File: config.mk
export PLATFORM = sky130hd
export DESIGN_NAME = parity_pipe_reg
export DESIGN_NICKNAME = d
export VERILOG_FILES = /design/src/rtl/parity_pipe_reg.sv
export SDC_FILE = /design/constraint.sdc
export NUM_CORES = 1
export LEC_CHECK = 0
export ABC_AREA = 1
export CAP_MARGIN = 20
export CORE_AREA = 2 2 39 41
export CTS_BUF_LIST = sky130_fd_sc_hd__clkbuf_4 sky130_fd_sc_hd__clkbuf_8 sky130_fd_sc_hd__clkbuf_16
export DETAILED_ROUTE_END_ITERATION = 7
export DIE_AREA = 0 0 41 43
export PLACE_DENSITY = 0.5
export SYNTH_ARGS = -nofsm -noshare
export SYNTH_HDL_FRONTEND = slang
export SYNTH_SLANG_ARGS = --single-unit
File: constraint.sdc
create_clock -name clk -period 1 [get_ports clk]
set_input_delay 0.2 -clock clk [delete_from_list [all_inputs] [get_ports clk]]
set_output_delay 0.2 -clock clk [all_outputs]
set_load 0.01 [all_outputs]
File: src/rtl/parity_pipe_reg.sv
// One-entry valid/ready pipeline register; full throughput, holds stable under backpressure.
module parity_pipe_reg #(
  parameter int WIDTH = 4
) (
  input  logic             clk,
  input  logic             rst,
  input  logic [WIDTH-1:0] in_data,
  input  logic             in_valid,
  output logic             in_ready,
  output logic [WIDTH-1:0] out_data,
  output logic             out_valid,
  input  logic             out_ready
);

  assign in_ready = !out_valid || out_ready;

  always_ff @(posedge clk or posedge rst) begin
    if (rst) begin
      out_valid <= 1'b0;
      out_data  <= '0;
    end else if (in_ready) begin
      out_valid <= in_valid;
      if (in_valid) out_data <= in_data;
    end
  end

endmodule

# After elaboration in Yosys (flattened, before gate mapping)
# Index checks and enable logic that the tools add are counted.
[word_totals]
output_inout_bits = 6
wordCells = 5
inputBits = 8
register_bits = 5
[classes]
reduce_logical = 3
[ops]
columns = ["operator", "n"]
rows = [
  ["$reduce_and A2 Y1", 1],
  ["$logic_not A1 Y1", 1],
  ["$logic_or A1 B1 Y1", 1],
]

# Logic depth before layout (Yosys ltp)
[depth]
word_depth = 3
ltp_mapped = 5
mapped_depth_nobuf = 5

# Worst setup path after synthesis
# OpenSTA, ideal clock, no wires.
[synth_timing]
kind = "register to register"
startpoint = "register out_valid"
endpoint = "register out_data[0]"
stages_incl_launch_ff = 5
path_buffers = 0
required_time_ns = 0.883
arrival_time_ns = 0.703
setup_time_ns = 0.117
synth_period_minus_slack_ns = 0.820
setup_slack_ns = 0.180
cell_sequence = "dfrtp_1 nand2_4 nand2_4 nand2_1 nand2_1"
[synth_between]
elab_chain_len = 3
[synth_rtl]
columns = ["element", "line_no", "rtl"]
rows = [
  ["start, declared", "11", "output logic out_valid,"],
  ["start signal, assigned", "22", "out_valid <= in_valid;"],
  ["$logic_not A1 Y1", "15", "assign in_ready = !out_valid || out_ready;"],
  ["$logic_or A1 B1 Y1", "15", ""],
  ["net in_ready", "9", "output logic in_ready,"],
  ["$reduce_and A2 Y1 (no source line)", "-", ""],
  ["end signal, assigned", "23", "if (in_valid) out_data <= in_data;"],
  ["end, declared", "10", "output logic [WIDTH-1:0] out_data,"],
]
# The timed path passes the listed nets, and every way through them passes these cells.
# A chain may end at the register's enable or synchronous reset.

# Worst setup path after layout
[layout_timing]
startpoint = "register out_valid"
endpoint = "output port in_ready"
[layout_between]
elab_chain_len = 2
[layout_rtl]
columns = ["element", "line_no"]
rows = [
  ["$logic_not A1 Y1", "15"],
  ["$logic_or A1 B1 Y1", "15"],
  ["end, declared", "9"],
]
# No other way between the ends.

==> metrics.cfg <==
[synth]
yosysWarnings=0
synth_top_family_by_area=simple AND/OR/NAND/NOR gates
yosysUniqueCellTypes=5
synth_area_per_cell_sq_um=9.498
synth-seq-cells=5
synth_fa_ha_area_share_pct=0
synth-seq-area-share_pct=59.88
syn-num-nets=30
syn_area_sq_um=209.0
synth_compound_area_share_pct=0
syn_inst=22
synthXorXnorAreaFrac_pct=0
synthMuxAreaShare_pct=0
synthSimpleGateAreaFrac_pct=36.53

[clocking]
cts_root_buffer=clkbuf_4
clock_latency_ns=0.24
clockBufferDepth=2
cts-htree-levels=1
path_clk_slew_ns=0.04
cts_sinks=5
numCtsBuffers=3
ctsHoldBuffers=0
cts_tree=yes

[timing]
setup_slack_ns=0.006019
slew_violations=0
rsz0062_at_grt=true
max_freq_mhz=1006
period_share_pct=99.40
skew_ns=0.001336
max_slew_margin_pct=84.42
setup_viol=0
post-route-min-period_ns=0.9940
tightest_slew_ns=0.2330
final.setup.tns_ns=0
hold_viol_final=0

[drt]
viasPerCell=3.500
drt_iter0_drc=8
antenna_left=0
route.detailed.drc=0
wl_per_cell_microns=8.431
first_pass_iters=4
drt_wl_total_microns=489
num_vias=203

[finish]
diodes=0
finalNonFillerCells=58
syn_to_final_growth_pct=85.03
layout-drive-gt1-share_pct=38.10
nNetsFinal=51

[floorplanning]
die-area_sq_um=1763
row_count=14
dieWidth_microns=41
io_pins=14
die_y_microns=43
core-area_sq_um=1384
initial_core_util_pct=15.10

[setup_path]
worstSetupPathType=reg2out
worstPathRequired_ns=0.80
worstSetupStartpointType=flop
cp_data_arrival_time_ns=0.79
r2r-start=out_valid
worstSetupEndpointType=output pin
crit_start=out_valid
cp_max_fo=2

[status]
status=finished clean

[min_path]
min-delay-path-class=in2async

[placed_design]
gp_congestion=0.6978
dpl.cell_count=54
pre_cts_slack_ns=-0.4962
port_buffers=13

[global_route]
grt_max_degree=7
grt_pass1_vias=188
grt.total_usage_pct=7.258
grt-ovfl-total=0
antenna_found_initial=0
grt_pass1_wl_microns=779

[power]
ir_worst_vdd_mv=0.5925
powerDensity_nw_per_um2=1684
p_leak_nw=0.2098

[job]
drv_cap=0

==> flip-flops by register name, summed over array words and instances (netlist names) <==
signal and flops:
out_data 4, out_valid 1
==> cells in the final DEF (no fill, tap or decap) <==
master / count
buf_4: 3
inv_1: 1
buf_2: 5
dfrtp_1: 5
nand3_1: 4
nand2_4: 2
inv_2: 1
buf_6: 1
clkbuf_4: 4
dlygate4sd2_1: 1
nand2_1: 9
clkdlybuf4s50_1: 6
==> layout make-up <==
type	instances	area [sq um]
fillers	168	997.2
repair buffers	16	127.6
flip-flops and latches	5	125.1
multi-input cells	15	76.32
clock buffers	4	30.03
well taps	16	20.02
inverters	2	7.507
==> power by group <==
| group | switching, mW | internal (mW) | leakage (nW) | total (mW) |
|---|---|---|---|---|
| Combinational | 0.0659 | 0.0798 | 0.131 | 0.146 |
| Sequential | 0.0140 | 0.230 | 0.0605 | 0.244 |
| Clock | 0.0836 | 0.178 | 0.0184 | 0.262 |
| Total | 0.164 | 0.488 | 0.210 | 0.651 |
==> per-stage QoR <==
stage          util, %  power (mW)  hold WS [ns]  area, sq um
2_1_floorplan        -      0.3035      -0.02148        209.0
3_3_place_gp     27.58      0.4205        0.4181        381.6
3_5_place_dp     27.58      0.4220        0.4226        381.6
4_1_cts          27.94      0.6718        0.1636        386.6
5_1_grt          27.94      0.7068        0.1939        386.6
6_report         27.94      0.6510        0.1668        386.6
==> synthesized netlist by cell type <==
| master | n | area share [%] |
|---|---|---|
| dfrtp_1 | 5 | 60 |
| nand3_1 | 4 | 9.6 |
| nand2_4 | 2 | 11 |
| nand2_1 | 9 | 16 |
| inv_1 | 2 | 3.6 |
==> path summary, 6_finish.rpt <==
kind	to	slack, ns	cells past startpoint
min reg2reg	out_data[1]	0.47	2
max in group asynchronous	out_data[0]	0.66	2
max reg2reg	out_data[3]	0.12	5
max	in_ready	0.006	2
min	out_data[2]	0.17	2
min in group clk	out_data[1]	0.47	2
==> logic make-up after synthesis <==
kind of cell	Yosys count
and+or+nand+nor	15
buffers and inverters	2
DFF	5
==> layer usage <==
| layer | vias up | share of wire [%] | track usage, % |
|---|---|---|---|
| li1 | 108 | - | - |
| met1 | 85 | 43 | 9.121 |
| met2 | 10 | 44 | 8.125 |
| met3 | 0 | 12 | 4.712 |
| met4 | 0 | 0 | 6.000 |
| met5 | - | 0 | 0 |
==> critical path, cell delays in order (launching register included) <==
cell	delay [ns]
dfrtp_1	0.39
nand2_4	0.07
buf_6	0.09
==> repair_timing <==
item | CTS | global route
pin swaps | 1 | 0
setup buffers | 0 | 0
endpoints found under the setup margin | 6 | 2
gates resized for setup | 27 | 0
(Power assumes the default switching activity.)
==> RTL change 1: new RTL, config.mk and constraints unchanged <==
Make the reset (`rst`) synchronous in one clocked block.
--- a/src/rtl/parity_pipe_reg.sv
+++ b/src/rtl/parity_pipe_reg.sv
@@ -14,7 +14,7 @@
 
   assign in_ready = !out_valid || out_ready;
 
-  always_ff @(posedge clk or posedge rst) begin
+  always_ff @(posedge clk) begin
     if (rst) begin
       out_valid <= 1'b0;
       out_data  <= '0;
Function: differs if rst is asserted again (counterexample within 4 cycles, from zero or initial values and one cycle with rst high); with rst held inactive, the same outputs for 10 cycles.
==> RTL change 1 against the original RTL <==
Cell count grew 10%. First-iteration DRC count shrank 88%. Power shrank 10%. Hold slack gained 0.19 ns. Sequential power shrank 8.2%. Largest power group unchanged. Final area shrank 1.9%. Sequential cell count is the same. Clock power is essentially flat. Synthesized area grew 5.4%. Non-clock buffer count shrank 2. Wire length grew 5.5%. Worst setup slack gained 0.054 ns.
==> RTL change 1: results (changes against the original RTL) <==
* Status: finished, final reports clean (unchanged)
* First-pass GRT wire length at 848 um (was 779 um)
* Worst endpoint data arrival time at 0.74 ns (was 0.79 ns)
* Worst R2R Start: out_valid (unchanged)
* RR Endpoint: out_data[3] (unchanged)
* Yosys top cell area share at 45.45% (was 59.88%)
* Vias at 232 (was 203)
* R2R depth at 4 (was 5)
* Routed wire per std cell at 8.063 um (was 8.431 um)
* Yosys cell types at 9 (was 5)
* Hold Startpoint: in_valid
* CP delay by family, top: flip-flops (unchanged)
* Nets at 57 (was 51)
* Clk_skew at 0.0004671 ns (was 0.001336 ns)
* Post-synth top cells: inv_1, a21oi_1, dfxtp_1 (was nand2_1, dfrtp_1, nand3_1, inv_1, nand2_4)
* Router iterations before antenna repair at 2 (was 4)
* Peak supply drop at 0.5400 mV (was 0.5925 mV)
* Seq/Total Area, Yosys at 45.45% (was 59.88%)
* Placed cells at 60 (was 54)
* Worst Tran Pin Value at 0.3162 ns (was 0.2330 ns)
* Static leakage at 0.0002127 uW (was 0.0002098 uW)
* R2R setup slack at 0.15 ns (was 0.12 ns)
* Routability Congestion at 0.5694 (was 0.6978)
* Hold/Removal Path Class: in -> reg (was in -> async)
* Syn nets at 39 (was 30)
* Synth async-reset ratio at 0% (was 100.0%)
* Mapped Cells at 31 (was 22)
* Vias in the first global route at 207 (was 188)
* Synth area leaders: dfxtp_1, a21oi_1, inv_1, nand3_1, nand2_1 (was dfrtp_1, nand2_1, nand2_4, nand3_1, inv_1)
* Max stage delay on crit path at 0.34 ns (was 0.39 ns)
* Layout cells sized above 1 at 29.17% (was 38.10%)
* Total GRT Usage at 7.932% (was 7.258%)
* WL final at 516 um (was 489 um)
* Slowest-stage cell, CP: dfxtp_2 (was dfrtp_1)
* Initial DRC Count at 1 (was 8)
* Pin count of the biggest net entering global routing at 10 (was 7)
* Most common flop cell mapped by yosys: dfxtp_1 (was dfrtp_1)
-- RTL change 1: cell types whose count changed after synthesis, sizes merged --
cell / change
dfrtp: -5
nand2: -6
dfxtp: +5
a21oi: +5
buf: +1
inv: +5
nor2: +4
-- RTL change 1: cell families (layout without fill, tap and decap cells) --
family / after synthesis / after routing / synth area share [%]
simple gates: 13 / 13 / 27.84
compound gates: 5 / 5 / 11.36
buf+inv: 8 / 25 / 15.34
flops: 5 / 5 / 45.46
-- RTL change 1: final cells by class --
type / count / area, sq um
Fill cell: 163 / 1005
Timing Repair Buffer: 14 / 115.1
Sequential cell: 5 / 101.3
Clock buffer: 4 / 30.03
Tap cell: 16 / 20.02
Inverter: 7 / 26.28
Multi-Input combinational cell: 18 / 86.33
-- RTL change 1: layer usage --
layer / global-route usage [%] / vias to the layer above / wire, um
met3: 9.424 / 0 / 82
li1: - / 127 / -
met5: 0 / - / 0
met4: 2.000 / 0 / 0
met1: 8.360 / 93 / 220
met2: 10.00 / 12 / 213
-- RTL change 1: through the flow --
step                setup WS, ns  hold WS (ns)  instance area, sq um
floorplan                 0.2009        0.2691                 220.2
global placement         -0.4808        0.4626                 370.4
detailed placement       -0.4835        0.4708                 370.4
CTS                     0.004824        0.4836                 389.1
global route             0.03351        0.3973                 379.1
finish                   0.06033        0.3567                 379.1
-- RTL change 1: timing repair --
item	CTS	global route
pin swaps	0	0
setup endpoints to repair	6	5
gates resized for setup	25	3
-- RTL change 1: worst reg2reg max path: cells and delay by family (launching register included) --
kind            cells  cell delay [ns]
compound gates      1             0.13
flops               1             0.34
simple gates        2             0.11
buf+inv             1             0.16
-- RTL change 1: how the worst max path moves through the flow --
| stage | from | endpoint | slack, ns | cells past startpoint |
|---|---|---|---|---|
| 3_3_place_gp | out_ready | in_ready | -0.48 | 4 |
| 3_5_place_dp | out_ready | in_ready | -0.48 | 4 |
| 6_report | out_valid | in_ready | 0.06 | 2 |
| 5_1_grt | out_valid | in_ready | 0.03 | 2 |
| 4_1_cts | out_data[1] | out_data[1] | 0.005 | 1 |
| 2_1_floorplan | out_valid | out_data[0] | 0.20 | 3 |
-- RTL change 1: report_power, final --
group | leakage [uW] | switching, uW | internal [uW]
clock network | 0.0000184 | 85.0 | 178
logic | 0.000153 | 44.9 | 53.6
registers | 0.0000418 | 7.87 | 216
==> RTL change 2: new RTL, same flow settings <==
Without the edit above. Change the parameter `WIDTH` from 4 to 6.
--- a/src/rtl/parity_pipe_reg.sv
+++ b/src/rtl/parity_pipe_reg.sv
@@ -1,6 +1,6 @@
 // One-entry valid/ready pipeline register; full throughput, holds stable under backpressure.
 module parity_pipe_reg #(
-  parameter int WIDTH = 4
+  parameter int WIDTH = 6
 ) (
   input  logic             clk,
   input  logic             rst,
Interface: changed (resized in_data and out_data); port bits go from 14 to 18. The function was not compared with the original's and may differ.
==> RTL change 2 against the original RTL <==
Wire length up 26%. Final area rose by 28%. Global-route usage grew 1.4 points. Worst setup slack improved by 0.017 ns. Fmax rose by 1.7%. Synthesized area is 34% higher. Power up 22%. Non-clock buffer count is 5 higher. Sequential cell count is 2 higher. Critical endpoint unchanged.
==> RTL change 2: results (changes against the original RTL) <==
* Post-synth top cells: nand2_1, dfrtp_1, nand3_1, inv_1 (was nand2_1, dfrtp_1, nand3_1, inv_1, nand2_4)
* Router iterations before antenna repair at 4 (unchanged)
* H-tree depth at 1 (unchanged)
* GR Layer Usage met3 at 1.571% (was 4.712%)
* Worst Tran Pin Value at 0.2615 ns (was 0.2330 ns)
* Vias at 277 (was 203)
* Routability Congestion at 0.6865 (was 0.6978)
* Placed cells at 67 (was 54)
* CP max FO at 2 (unchanged)
* Worst endpoint data arrival time at 0.78 ns
* Max stage delay on crit path at 0.37 ns (was 0.39 ns)
* Yosys cell types at 6 (was 5)
* Pin count of the biggest net entering global routing at 9 (was 7)
* Vias per inst at 3.901 (was 3.500)
* Clk buf depth at 2 (unchanged)
* Total GRT Usage at 8.612% (was 7.258%)
* Initial DRC Count at 4 (was 8)
* Clk_skew at 0.001037 ns (was 0.001336 ns)
* First-pass GRT wire length at 1.000 mm (was 779 um)
* Routing usage on met1 at 12.25% (was 9.121%)
* Placed cell areas at 499.2 sq um (was 381.6 sq um)
* Synth area leaders: dfrtp_1, nand2_1, nand3_1, nand2_4, inv_1 (was dfrtp_1, nand2_1, nand2_4, nand3_1, inv_1)
* Peak supply drop at 0.6298 mV (was 0.5925 mV)
* Nets at 66 (was 51)
* GRT met2 Usage at 10.31% (was 8.125%)
* Worst R2R Start: out_valid (unchanged)
* CTS buffer count at 3 (unchanged)
* Avg Inst Size Synth at 9.301 sq um (was 9.498 sq um)
* Routed wire per std cell at 8.662 um (was 8.431 um)
* DP HPWL at 489 um
* Root buf cell: clkbuf_4 (unchanged)
* Number of antenna violations at the first check in global routing at 0 (unchanged)
* Synth async-reset ratio at 100.0% (unchanged)
* Seq/Total Area, Yosys at 62.78% (was 59.88%)
* Warnings from Yosys at 0 (unchanged)
* Setup crit start kind: flop (unchanged)
* Layout fillers at 155 (was 168)
* Syn nets at 40 (was 30)
* Static leakage at 0.0002692 uW (was 0.0002098 uW)
* Vias in the first global route at 254 (was 188)
* Register area at 175.2 sq um (was 125.1 sq um)
* Status: finished, final reports clean (unchanged)
* Number of inserted diodes at 0 (unchanged)
* Clock latency on the worst-skew pair at 0.24 ns (about the same)
* Pre-CTS WS at -0.4729 ns (was -0.4962 ns)
* Layout cells sized above 1 at 32.73% (was 38.10%)
* Slowest-stage cell, CP: dfrtp_1 (unchanged)
* Port bufs at 17 (was 13)
* Hold/Removal Path Class: in -> async (unchanged)
* CP delay by family, top: flip-flops (unchanged)
* Biggest regs: out_data (6), out_valid (1) (was out_data (4), out_valid (1))
* Clock-pin slew on the worst setup and hold paths at 0.05 ns
* Sw Share at 24.64% (was 25.12%)
[RTL change 2: cell count changes after synthesis]
cell,change
nand2_4,-1
nand3_1,+2
nand2_1,+4
dfrtp_1,+2
nand2_2,+1
[RTL change 2: repair_timing]
item                       in CTS  in global routing
resized for setup              34                  0
hold endpoints to repair        0                  0
buffers inserted                0                  0
pin swaps                       0                  1
setup endpoints to repair       8                  1
[RTL change 2: worst register-to-register path: cells and delay by family, from the launching register on]
family	cells	cell delay, ns
buf+inv	1	0.17
flops	1	0.37
simple gates	4	0.26
[RTL change 2: metal layers]
layer  part of all wire [%]  routed length (um)  up-vias
li1                       -                   -      145
met1                     48                 293      122
met2                     46                 281       10
met3                    6.5                  40        0
met4                      0                   0        0
met5                      0                   0        -
[RTL change 2: layout make-up]
| type | count | share of cell area (%) |
|---|---|---|
| clock buffers | 4 | 6.076 |
| inverters | 2 | 1.519 |
| multi-input cells | 21 | 19.49 |
| flip-flops and latches | 7 | 35.44 |
| well taps | 16 | 4.051 |
| repair buffers | 21 | 33.42 |
[RTL change 2: final timing paths]
kind                                     to  slack, ns  depth (start not counted)
worst min-delay path            out_data[3]       0.19                          2
worst min register to register  out_data[0]       0.47                          2
min in group clk                out_data[0]       0.47                          2
worst max register to register  out_data[2]       0.09                          5
max in group asynchronous         out_valid       0.60                          2
worst max-delay path               in_ready       0.02                          2
[RTL change 2: cell families (layout without fill, tap and decap cells)]
| group | Yosys count | in the layout | synth area share, % |
|---|---|---|---|
| simple gates | 21 | 21 | 34.53 |
| flops | 7 | 7 | 62.78 |
| buf+inv | 2 | 27 | 2.692 |
[RTL change 2: power by group through the flow]
stage	combinational, uW	sequential [uW]	clock (uW)
detailed placement	223	347	0
finish	183	341	267
CTS	187	342	277
global placement	221	348	0
floorplan	53.6	364	0
global route	205	347	301
